`config.mk`:
```
export PLATFORM = sky130hd
export DESIGN_NAME = qspi_tran_sequencer
export DESIGN_NICKNAME = d
export VERILOG_FILES = /design/src/rtl/qspi_tran_sequencer.sv
export SDC_FILE = /design/constraint.sdc
export NUM_CORES = 1
export LEC_CHECK = 0
export ABC_AREA = 1
export BUFFER_PORTS_ARGS = -buffer_cell sky130_fd_sc_hd__buf_2
export CORE_MARGIN = 2
export CORE_UTILIZATION = 59
export CTS_CLUSTER_DIAMETER = 30
export DETAILED_ROUTE_END_ITERATION = 8
export PLACE_DENSITY = 0.84
export RECOVER_POWER = 100
export SLEW_MARGIN = 20
export SYNTH_ARGS = -nofsm -noshare
export SYNTH_HDL_FRONTEND = slang
export SYNTH_SLANG_ARGS = --single-unit
```
`constraint.sdc`:
```
create_clock -name clock -period 2.8 [get_ports clock]
set_input_delay 0.56 -clock clock [delete_from_list [all_inputs] [get_ports clock]]
set_output_delay 0.56 -clock clock [all_outputs]
set_load 0.1 [all_outputs]
```
`src/rtl/qspi_tran_sequencer.sv`:
```
// QSPI transaction sequencer: INST/ADDR/DUMMY/DATA phases, SCK = clock/2, SPI mode 0.
// Optional build macro QSPI_TRAN_BYTE_SWAP_EN sends/assembles FIFO words byte0 first.
module qspi_tran_sequencer (
    input  logic        clock,
    input  logic        rst_n,
    input  logic        io_buf_req_valid,
    output logic        io_buf_req_ready,
    input  logic [7:0]  io_buf_req_inst,
    input  logic        io_buf_req_inst_label,
    input  logic [23:0] io_buf_req_addr,
    input  logic        io_buf_req_wr_en,
    input  logic        io_buf_req_rd_en,
    input  logic        io_buf_req_addr_en,
    input  logic        io_buf_req_erase_en,
    input  logic        io_buf_req_dummy_en,
    input  logic [7:0]  io_buf_req_data_burstlen,
    input  logic [7:0]  io_buf_req_dummy_burstlen,
    input  logic        io_buf_req_addr_spi_mode,
    input  logic        io_buf_req_addr_dpi_mode,
    input  logic        io_buf_req_data_spi_mode,
    input  logic        io_buf_req_data_dpi_mode,
    output logic        io_tran_inst_label,
    output logic        io_tran_spi_mode,
    output logic        io_tran_dpi_mode,
    output logic        io_tdata_lock,
    output logic        io_tdata_fifo_ren,
    input  logic [31:0] io_tdata_fifo_rdata,
    input  logic        io_tdata_fifo_empty,
    output logic        io_rdata_fifo_wen,
    output logic [31:0] io_rdata_fifo_wdata,
    input  logic        io_rdata_fifo_full,
    output logic        io_qspi_sck,
    output logic        io_qspi_cs_n,
    output logic [3:0]  io_qspi_dq_o,
    output logic [3:0]  io_qspi_dq_oe,
    input  logic [3:0]  io_qspi_dq_i
);

    typedef enum logic [2:0] {IDLE, INST, ADDR, DUMMY, DATA, HOLD, DESEL} state_t;

    state_t      state_q, state_d;
    logic        ready_q, ready_d;
    logic        sck_q, sck_d;
    logic        setup_q, setup_d;
    logic        gap_q, gap_d;
    logic [7:0]  cnt_q, cnt_d;
    logic [7:0]  words_q, words_d;
    logic [31:0] shreg_q, shreg_d;
    logic [31:0] rx_q, rx_d;
    logic [23:0] addr_q, addr_d;
    logic        addr_go_q, addr_go_d;
    logic        dummy_go_q, dummy_go_d;
    logic        data_go_q, data_go_d;
    logic        wr_q, wr_d;
    logic        label_q, label_d;
    logic [7:0]  dlen_q, dlen_d;
    logic [7:0]  blen_q, blen_d;
    logic [2:0]  al_q, al_d;
    logic [2:0]  dl_q, dl_d;

    logic [2:0]  cur_l;
    logic [31:0] sample;
    logic        phase_done;
    logic        drive_en;

    function automatic logic [2:0] lane_cnt(input logic spi, input logic dpi);
        if (spi)      return 3'd1;
        else if (dpi) return 3'd2;
        else          return 3'd4;
    endfunction

    function automatic logic [7:0] word_cycles(input logic [2:0] l);
        case (l)
            3'd1:    return 8'd32;
            3'd2:    return 8'd16;
            default: return 8'd8;
        endcase
    endfunction

    function automatic logic [7:0] addr_cycles(input logic [2:0] l);
        case (l)
            3'd1:    return 8'd24;
            3'd2:    return 8'd12;
            default: return 8'd6;
        endcase
    endfunction

    function automatic logic [31:0] wire_order(input logic [31:0] w);
`ifdef QSPI_TRAN_BYTE_SWAP_EN
        return {w[7:0], w[15:8], w[23:16], w[31:24]};
`else
        return w;
`endif
    endfunction

    always_comb begin
        case (state_q)
            ADDR:        cur_l = al_q;
            DUMMY, DATA: cur_l = dl_q;
            default:     cur_l = 3'd1;
        endcase
    end

    // Single-lane reads take MISO from dq[1], as a flash device drives it.
    always_comb begin
        case (dl_q)
            3'd1:    sample = {31'd0, io_qspi_dq_i[1]};
            3'd2:    sample = {30'd0, io_qspi_dq_i[1:0]};
            default: sample = {28'd0, io_qspi_dq_i};
        endcase
    end

    always_comb begin
        state_d    = state_q;
        sck_d      = sck_q;
        setup_d    = setup_q;
        gap_d      = gap_q;
        cnt_d      = cnt_q;
        words_d    = words_q;
        shreg_d    = shreg_q;
        rx_d       = rx_q;
        addr_d     = addr_q;
        addr_go_d  = addr_go_q;
        dummy_go_d = dummy_go_q;
        data_go_d  = data_go_q;
        wr_d       = wr_q;
        label_d    = label_q;
        dlen_d     = dlen_q;
        blen_d     = blen_q;
        al_d       = al_q;
        dl_d       = dl_q;
        phase_done = 1'b0;
        io_tdata_fifo_ren = 1'b0;
        io_rdata_fifo_wen = 1'b0;

        case (state_q)
            IDLE: begin
                if (io_buf_req_valid && ready_q) begin
                    state_d    = INST;
                    setup_d    = 1'b1;
                    sck_d      = 1'b0;
                    shreg_d    = {io_buf_req_inst, 24'd0};
                    cnt_d      = 8'd8;
                    addr_d     = io_buf_req_addr;
                    label_d    = io_buf_req_inst_label;
                    addr_go_d  = io_buf_req_addr_en;
                    dummy_go_d = io_buf_req_dummy_en && !io_buf_req_erase_en
                                 && (io_buf_req_dummy_burstlen != 8'd0);
                    data_go_d  = (io_buf_req_wr_en || io_buf_req_rd_en) && !io_buf_req_erase_en
                                 && (io_buf_req_data_burstlen != 8'd0);
                    wr_d       = io_buf_req_wr_en && !io_buf_req_erase_en
                                 && (io_buf_req_data_burstlen != 8'd0);
                    dlen_d     = io_buf_req_dummy_burstlen;
                    blen_d     = io_buf_req_data_burstlen;
                    al_d       = lane_cnt(io_buf_req_addr_spi_mode, io_buf_req_addr_dpi_mode);
                    dl_d       = lane_cnt(io_buf_req_data_spi_mode, io_buf_req_data_dpi_mode);
                end
            end
            INST, ADDR, DUMMY: begin
                // One extra low cycle after cs_n falls gives the flash its select setup time.
                if (setup_q) begin
                    setup_d = 1'b0;
                end else if (!sck_q) begin
                    sck_d = 1'b1;
                end else begin
                    sck_d   = 1'b0;
                    shreg_d = shreg_q << cur_l;
                    if (cnt_q == 8'd1) phase_done = 1'b1;
                    else               cnt_d = cnt_q - 8'd1;
                end
            end
            DATA: begin
                if (wr_q) begin
                    if (gap_q) begin
                        if (!io_tdata_fifo_empty) begin
                            io_tdata_fifo_ren = 1'b1;
                            shreg_d = wire_order(io_tdata_fifo_rdata);
                            gap_d   = 1'b0;
                            cnt_d   = word_cycles(dl_q);
                        end
                    end else if (!sck_q) begin
                        sck_d = 1'b1;
                    end else begin
                        sck_d   = 1'b0;
                        shreg_d = shreg_q << cur_l;
                        if (cnt_q == 8'd1) begin
                            words_d = words_q - 8'd1;
                            if (words_q == 8'd1) state_d = HOLD;
                            else                 gap_d = 1'b1;
                        end else begin
                            cnt_d = cnt_q - 8'd1;
                        end
                    end
                end else begin
                    if (gap_q) begin
                        if (!io_rdata_fifo_full) begin
                            io_rdata_fifo_wen = 1'b1;
                            words_d = words_q - 8'd1;
                            if (words_q == 8'd1) begin
                                state_d = HOLD;
                            end else begin
                                gap_d = 1'b0;
                                cnt_d = word_cycles(dl_q);
                            end
                        end
                    end else if (!sck_q) begin
                        sck_d = 1'b1;
                        rx_d  = (rx_q << cur_l) | sample;
                    end else begin
                        sck_d = 1'b0;
                        if (cnt_q == 8'd1) gap_d = 1'b1;
                        else               cnt_d = cnt_q - 8'd1;
                    end
                end
            end
            HOLD: begin
                state_d = DESEL;
                cnt_d   = 8'd2;
            end
            DESEL: begin
                cnt_d = cnt_q - 8'd1;
                if (cnt_q == 8'd1) begin
                    state_d = IDLE;
                    label_d = 1'b0;
                    wr_d    = 1'b0;
                end
            end
            default: state_d = IDLE;
        endcase

        if (phase_done) begin
            if (state_q == INST && addr_go_q) begin
                state_d = ADDR;
                shreg_d = {addr_q, 8'd0};
                cnt_d   = addr_cycles(al_q);
            end else if (state_q != DUMMY && dummy_go_q) begin
                state_d = DUMMY;
                cnt_d   = dlen_q;
            end else if (data_go_q) begin
                state_d = DATA;
                words_d = blen_q;
                gap_d   = wr_q;
                cnt_d   = word_cycles(dl_q);
                rx_d    = '0;
            end else begin
                state_d = HOLD;
            end
        end

        ready_d = (state_d == IDLE);
    end

    always_ff @(posedge clock) begin
        if (!rst_n) begin
            state_q    <= IDLE;
            ready_q    <= 1'b0;
            sck_q      <= 1'b0;
            setup_q    <= 1'b0;
            gap_q      <= 1'b0;
            cnt_q      <= '0;
            words_q    <= '0;
            shreg_q    <= '0;
            rx_q       <= '0;
            addr_q     <= '0;
            addr_go_q  <= 1'b0;
            dummy_go_q <= 1'b0;
            data_go_q  <= 1'b0;
            wr_q       <= 1'b0;
            label_q    <= 1'b0;
            dlen_q     <= '0;
            blen_q     <= '0;
            al_q       <= 3'd1;
            dl_q       <= 3'd1;
        end else begin
            state_q    <= state_d;
            ready_q    <= ready_d;
            sck_q      <= sck_d;
            setup_q    <= setup_d;
            gap_q      <= gap_d;
            cnt_q      <= cnt_d;
            words_q    <= words_d;
            shreg_q    <= shreg_d;
            rx_q       <= rx_d;
            addr_q     <= addr_d;
            addr_go_q  <= addr_go_d;
            dummy_go_q <= dummy_go_d;
            data_go_q  <= data_go_d;
            wr_q       <= wr_d;
            label_q    <= label_d;
            dlen_q     <= dlen_d;
            blen_q     <= blen_d;
            al_q       <= al_d;
            dl_q       <= dl_d;
        end
    end

    assign drive_en = (state_q == INST) || (state_q == ADDR) || (state_q == DATA && wr_q);

    always_comb begin
        io_qspi_dq_o  = '0;
        io_qspi_dq_oe = '0;
        if (drive_en) begin
            case (cur_l)
                3'd1:    io_qspi_dq_oe = 4'b0001;
                3'd2:    io_qspi_dq_oe = 4'b0011;
                default: io_qspi_dq_oe = 4'b1111;
            endcase
            if (!(state_q == DATA && gap_q)) begin
                case (cur_l)
                    3'd1:    io_qspi_dq_o = {3'd0, shreg_q[31]};
                    3'd2:    io_qspi_dq_o = {2'd0, shreg_q[31:30]};
                    default: io_qspi_dq_o = shreg_q[31:28];
                endcase
            end
        end
    end

    assign io_buf_req_ready    = ready_q;
    assign io_qspi_sck         = sck_q;
    assign io_qspi_cs_n        = (state_q == IDLE) || (state_q == DESEL);
    assign io_tran_spi_mode    = (cur_l == 3'd1);
    assign io_tran_dpi_mode    = (cur_l == 3'd2);
    assign io_tdata_lock       = wr_q;
    assign io_tran_inst_label  = label_q;
    assign io_rdata_fifo_wdata = wire_order(rx_q);

endmodule

```
* Word-level counts from Yosys, hierarchy flattened
Index checks and enable logic that the tools add are counted.
** Word-level totals
- RAM bits :: 0
- Bits of input ports :: 99
- Flip-flop bits (word level) :: 138
- Bits in latches :: 0
- Output and inout port bits :: 49
- Memories kept :: 0
- Logic and storage cells :: 180
- Bits in read-only memories :: 0
** Operators by class
- Div/mod/pow operators :: 0
- Shift operators :: 2
- Reductions and logical operators :: 29
- Add/subtract/negate cells :: 2
- Order comparisons :: 0
- Bitwise gates (word level) :: 1
- Equal/unequal tests :: 19
- Muxes and demuxes :: 108
- $mul :: 0
** Operators with widths (count)
- $mux W32 :: 16
- $mux W8 :: 25
- $pmux W32 S3 :: 1
- $shl A32 B3 Y32 :: 2
- $mux W3 :: 16
- $pmux W8 S5 :: 1
- $mux W1 :: 35
- $or A32 B32 Y32 :: 1
- $pmux W4 S2 :: 3
- $eq A8 B1 Y1 const B :: 2
- $reduce_bool A8 Y1 :: 2
- $sub A8 B1 Y8 const B :: 2
- $eq A3 B2 Y1 const B :: 5
- $pmux W3 S5 :: 1
- $eq A3 B1 Y1 const B :: 4
- $mux W4 :: 3
- $pmux W6 S2 :: 1
- $logic_and A1 B1 Y1 :: 11
- $pmux W5 S2 :: 1
- $eq A3 B3 Y1 const B :: 3
- $ne A2 B2 Y1 const B :: 4
- $logic_not A3 Y1 :: 2
- $pmux W1 S2 :: 3
- $pmux W3 S2 :: 1
- 11 further kinds :: 16

* Longest topological paths before layout
- Word-level depth :: 13
- Gate-level depth with buffers :: 15
- Depth with buffers taken out :: 14

* Worst setup path after synthesis
Ideal clock, no wire load.
- Path type :: reg2out
- From :: register wr_q (netlist: io_tdata_lock)
- To :: output port io_qspi_dq_o[0]
- Slack :: -2.048 ns
- Buffers on the path :: 1
- Data arrival time :: 4.288 ns
- Stages on the path, launching flop included :: 9
- Data required time :: 2.240 ns
- Cell sequence :: dfxtp_1 > clkbuf_1 > inv_1 > nor2_1 > inv_1 > o21ai_1 > nand2_1 > o21bai_1 > a221oi_1
** On the way
- Word-level cells in the longest chain between the ends :: 3
** RTL lines
- start, declared :: line 54 : logic wr_q, wr_d;
- start signal, assigned :: line 288 : wr_q <= wr_d;
- $logic_and A1 B1 Y1 :: line 297 : assign drive_en = (state_q == INST) || (state_q == ADDR) || (state_q == DATA && wr_q);
- $logic_or A1 B1 Y1 :: line 297
- named net drive_en :: line 64 : logic drive_en;
- $mux W4 :: line 302 : if (drive_en) begin
- end, declared :: line 34 : output logic [3:0] io_qspi_dq_o,
The timed path passes the listed nets, and every way through them passes these cells.

* Final worst setup path
- From :: register state_q[1]
- To :: output port io_qspi_dq_o[0]
** On the way
- Word-level cells in the longest chain between the ends :: 7
- Elaborated cells on any way between the ends :: 15
** RTL lines
- start, declared :: line 41 : state_t state_q, state_d;
- start signal, assigned :: line 275 : state_q <= state_d;
- $eq A3 B3 Y1 or $eq A3 B2 Y1 (tied branches) :: line 97, 297, 308
- $reduce_or A2 Y1 :: line 97 : case (state_q)
- $pmux W3 S2 :: line 97
- $eq A3 B2 Y1 or $eq A3 B1 Y1 (tied branches) :: line 309 : case (cur_l)
- $pmux W4 S2 :: line 309
- $mux W4 :: line 308 : if (!(state_q == DATA && gap_q)) begin
- $mux W4 (*) :: line 302
Every way passes the cells marked *; elsewhere a longest branch is shown, timed or not.

==> metrics.cfg <==
[clocking]
cts_root_buffer=clkbuf_16
hold_buffers=0
path_clk_slew_ns=0.06
htreeDepth=4
cts_tree=built
clockBufferDepth=2
cts_sinks=138
clk_latency_ns=0.44
cts_buffers=17

[cells_and_area]
regArea_um2=2778
antenna_cells=0
nets=1890
nFillCells=1497
area_delta_synth_final_pct=19.17
multiInputGateArea_um2=6121
drive_above_1_share_pct=17.07
finalNonFillerCells=2019

[logic_synthesis]
synth_edf_count=0
synthTopCellsByCount=nand2_1 (345), inv_1 (221), a21oi_1 (156), nand3_1 (151), nor2_1 (145)
synth-main-ff-cell=dfxtp_1
yosysSeqAreaShare_pct=27.52
synth_cell_types=47
async_flop_share_pct=0
syn_nets=1769
syn_inst=1666
synth_top_cell_area_share_pct=27.52
synth_area_leaders=dfxtp_1 (28%), nand2_1 (13%), inv_1 (8.3%), a21oi_1 (7.8%), nand3_1 (7.5%)
yosys_warnings=0
ys_ff_latch=138
post-synth-top-count-cell=nand2_1
avgSynthCellArea_um2=6.026
yosys.area.top_type=dfxtp_1
synth.cell_area_um2=10040

[critical_path]
critPathKind=register to output pin
critPathTopFamily=simple AND/OR/NAND/NOR gates
path_common_cell=nor2_4
crit_path_end_kind=output pin
path_cells=inv_4 -> nor2_4 -> nand2_4 -> nor2_4 -> inv_2 -> nand2_2 -> nor2_4 -> nand2_4 -> clkinvlp_4 -> a221oi_4 -> buf_12
rr_startpoint=cnt_q[0]
cpPeakStageDelay_ns=0.41
critPathMaxFanout=6
crit_buf_inv=4
reg2reg_depth=13
reg2reg_to=cnt_q[5]
cp_slowest_cell=dfxtp_4
start_kind=register
cp.arrival_ns=2.24
r2r_slack_ns=0.23
critPathRequiredTime_ns=2.24

[timing]
tightestPinTransition_ns=1.162
slew_viol_final=0
period_share_pct=99.86
rsz0062_at_grt=true
max_freq_mhz=357.6
fin_crit_ns=2.796
relSlewSlack_pct=22.84
setup_viol=0
finClkSkew_ns=0.01421
final-hold-violation-count=0
timing.final.ws_setup_ns=0.003966

[power_and_ir_drop]
power.density_nw_per_um2=433.1
irDropWorstVdd_mv=0.4356
p_leak_uw=0.005387
p_total_uw=5182

[detailed_routing]
vias=12080
first_pass_iters=9
drc=0
wirelength_mm=33.50
drtIter0Drc=1508
drt.antenna.violating_nets=0
viasPerCell=5.982
wl_per_cell_um=16.59

[global_route]
track_usage_pct=36.91
globalRouteOverflowTotal=0
grt_pass1_wl_mm=53.90
antenna_found_initial=0
grt_pass1_vias=10880
grt_max_degree=70

[floorplanning]
die_y_um=134.4
die_x_um=134.4
ios=148
die-area_um2=18080
initial_core_util_pct=60.54
rows=47
core_area_um2=16580

[outcome]
status=complete, no violations

[min_path]
hold-path-cell-count=3
hold_end=blen_q[3]
hold_start=io_buf_req_data_burstlen[3]
worstHoldPathType=input port to register

[place]
gp_congestion=0.9594
io_buffers=147
place_ws_ns=0.2157
placed_cells=1971
dp_hpwl_mm=23.36

[flow_run]
drv_cap=0

layer usage:
metal / GRT usage [%] / up-vias / wire (um)
li1: - / 5829 / -
met1: 50.70 / 5386 / 14010
met2: 57.82 / 783 / 14550
met3: 8.012 / 79 / 4166
met4: 11.81 / 0 / 776
met5: 0 / - / 0
cells by family (layout without fill, tap and decap cells):
logic type	after synthesis	after routing	share of synthesized area [%]
and+or+nand+nor	726	726	31.74
DFF	138	138	27.52
AOI/OAI and AO/OA	462	462	26.65
adders and majority gates	4	4	0.4985
buffers and inverters	332	465	13.25
xor gates and xnor gates	4	4	0.3490
timing repair:
action | CTS | global route
endpoints found under the hold margin | 0 | 0
pin swaps | 5 | 11
endpoints found under the setup margin | 7 | 8
buffers inserted | 6 | 11
gates resized for setup | 15 | 11
how the worst max path moves through the flow:
stage | slack, ns | cells after the start | end | start
floorplan | -0.48 | 10 | io_qspi_dq_o[0] | state_q[1]
global placement | 0.27 | 11 | io_qspi_dq_o[0] | state_q[0]
detailed placement | 0.22 | 11 | io_qspi_dq_o[0] | state_q[0]
CTS | -0.05 | 11 | io_qspi_dq_o[0] | state_q[1]
global route | -0.08 | 11 | io_qspi_dq_o[0] | state_q[0]
finish | 0.004 | 11 | io_qspi_dq_o[0] | state_q[1]
where the power goes:
group | internal [uW] | switching (uW) | leakage, uW | total, uW
combinational | 256 | 548 | 0.00399 | 804
clock | 1290 | 975 | 0.000279 | 2270
sequential | 2050 | 61.0 | 0.00112 | 2110
total | 3600 | 1580 | 0.00539 | 5180
through the flow:
step	setup TNS, ns	cell area [um^2]	utilization, %	hold WS [ns]
global placement	0	11170	67.38	0.4423
CTS	-0.04679	11860	71.53	0.3578
global route	-0.1174	11960	72.14	0.3754
detailed placement	0	11170	67.38	0.4464
finish	0	11960	72.14	0.3609
floorplan	-0.8319	10170	-	0.4296
registers in the layout, summed over array words and instances (netlist names):
name	flops
addr_go_q	1
addr_q	24
al_q	3
blen_q	8
cnt_q	8
data_go_q	1
dl_q	3
dlen_q	8
dummy_go_q	1
gap_q	1
io_buf_req_ready	1
io_qspi_sck	1
io_rdata_fifo_wdata	32
io_tdata_lock	1
io_tran_inst_label	1
setup_q	1
shreg_q	32
state_q	3
words_q	8
layout make-up:
| cell class | instances | area share, % |
|---|---|---|
| Clock buffer | 18 | 3.765 |
| Clock inverter | 13 | 1.109 |
| Inverter | 234 | 7.457 |
| Multi-Input combinational cell | 1196 | 51.16 |
| Sequential cell | 138 | 23.22 |
| Tap cell | 220 | 2.301 |
| Timing Repair Buffer | 200 | 10.99 |
cell usage in the layout (no fill, tap or decap), types with 11 or more instances in the layout:
master,Yosys,routed
clkbuf_16,0,18
nand2_1,345,335
inv_1,221,216
buf_12,0,13
o21ai_0,115,115
o21ai_1,26,24
or2_2,14,14
nor3_1,13,11
a21oi_1,156,156
nand3b_1,20,20
inv_2,12,14
o22ai_1,48,48
nor2_1,145,140
buf_4,12,49
o211ai_1,75,75
dfxtp_1,138,134
buf_2,31,132
nand3_1,151,151
worst min-delay path, cell delays in order:
cell and delay, ns:
buf_2 0.09, nor2_1 0.04, nor2_1 0.08
Power figures use the tool's default switching activity.
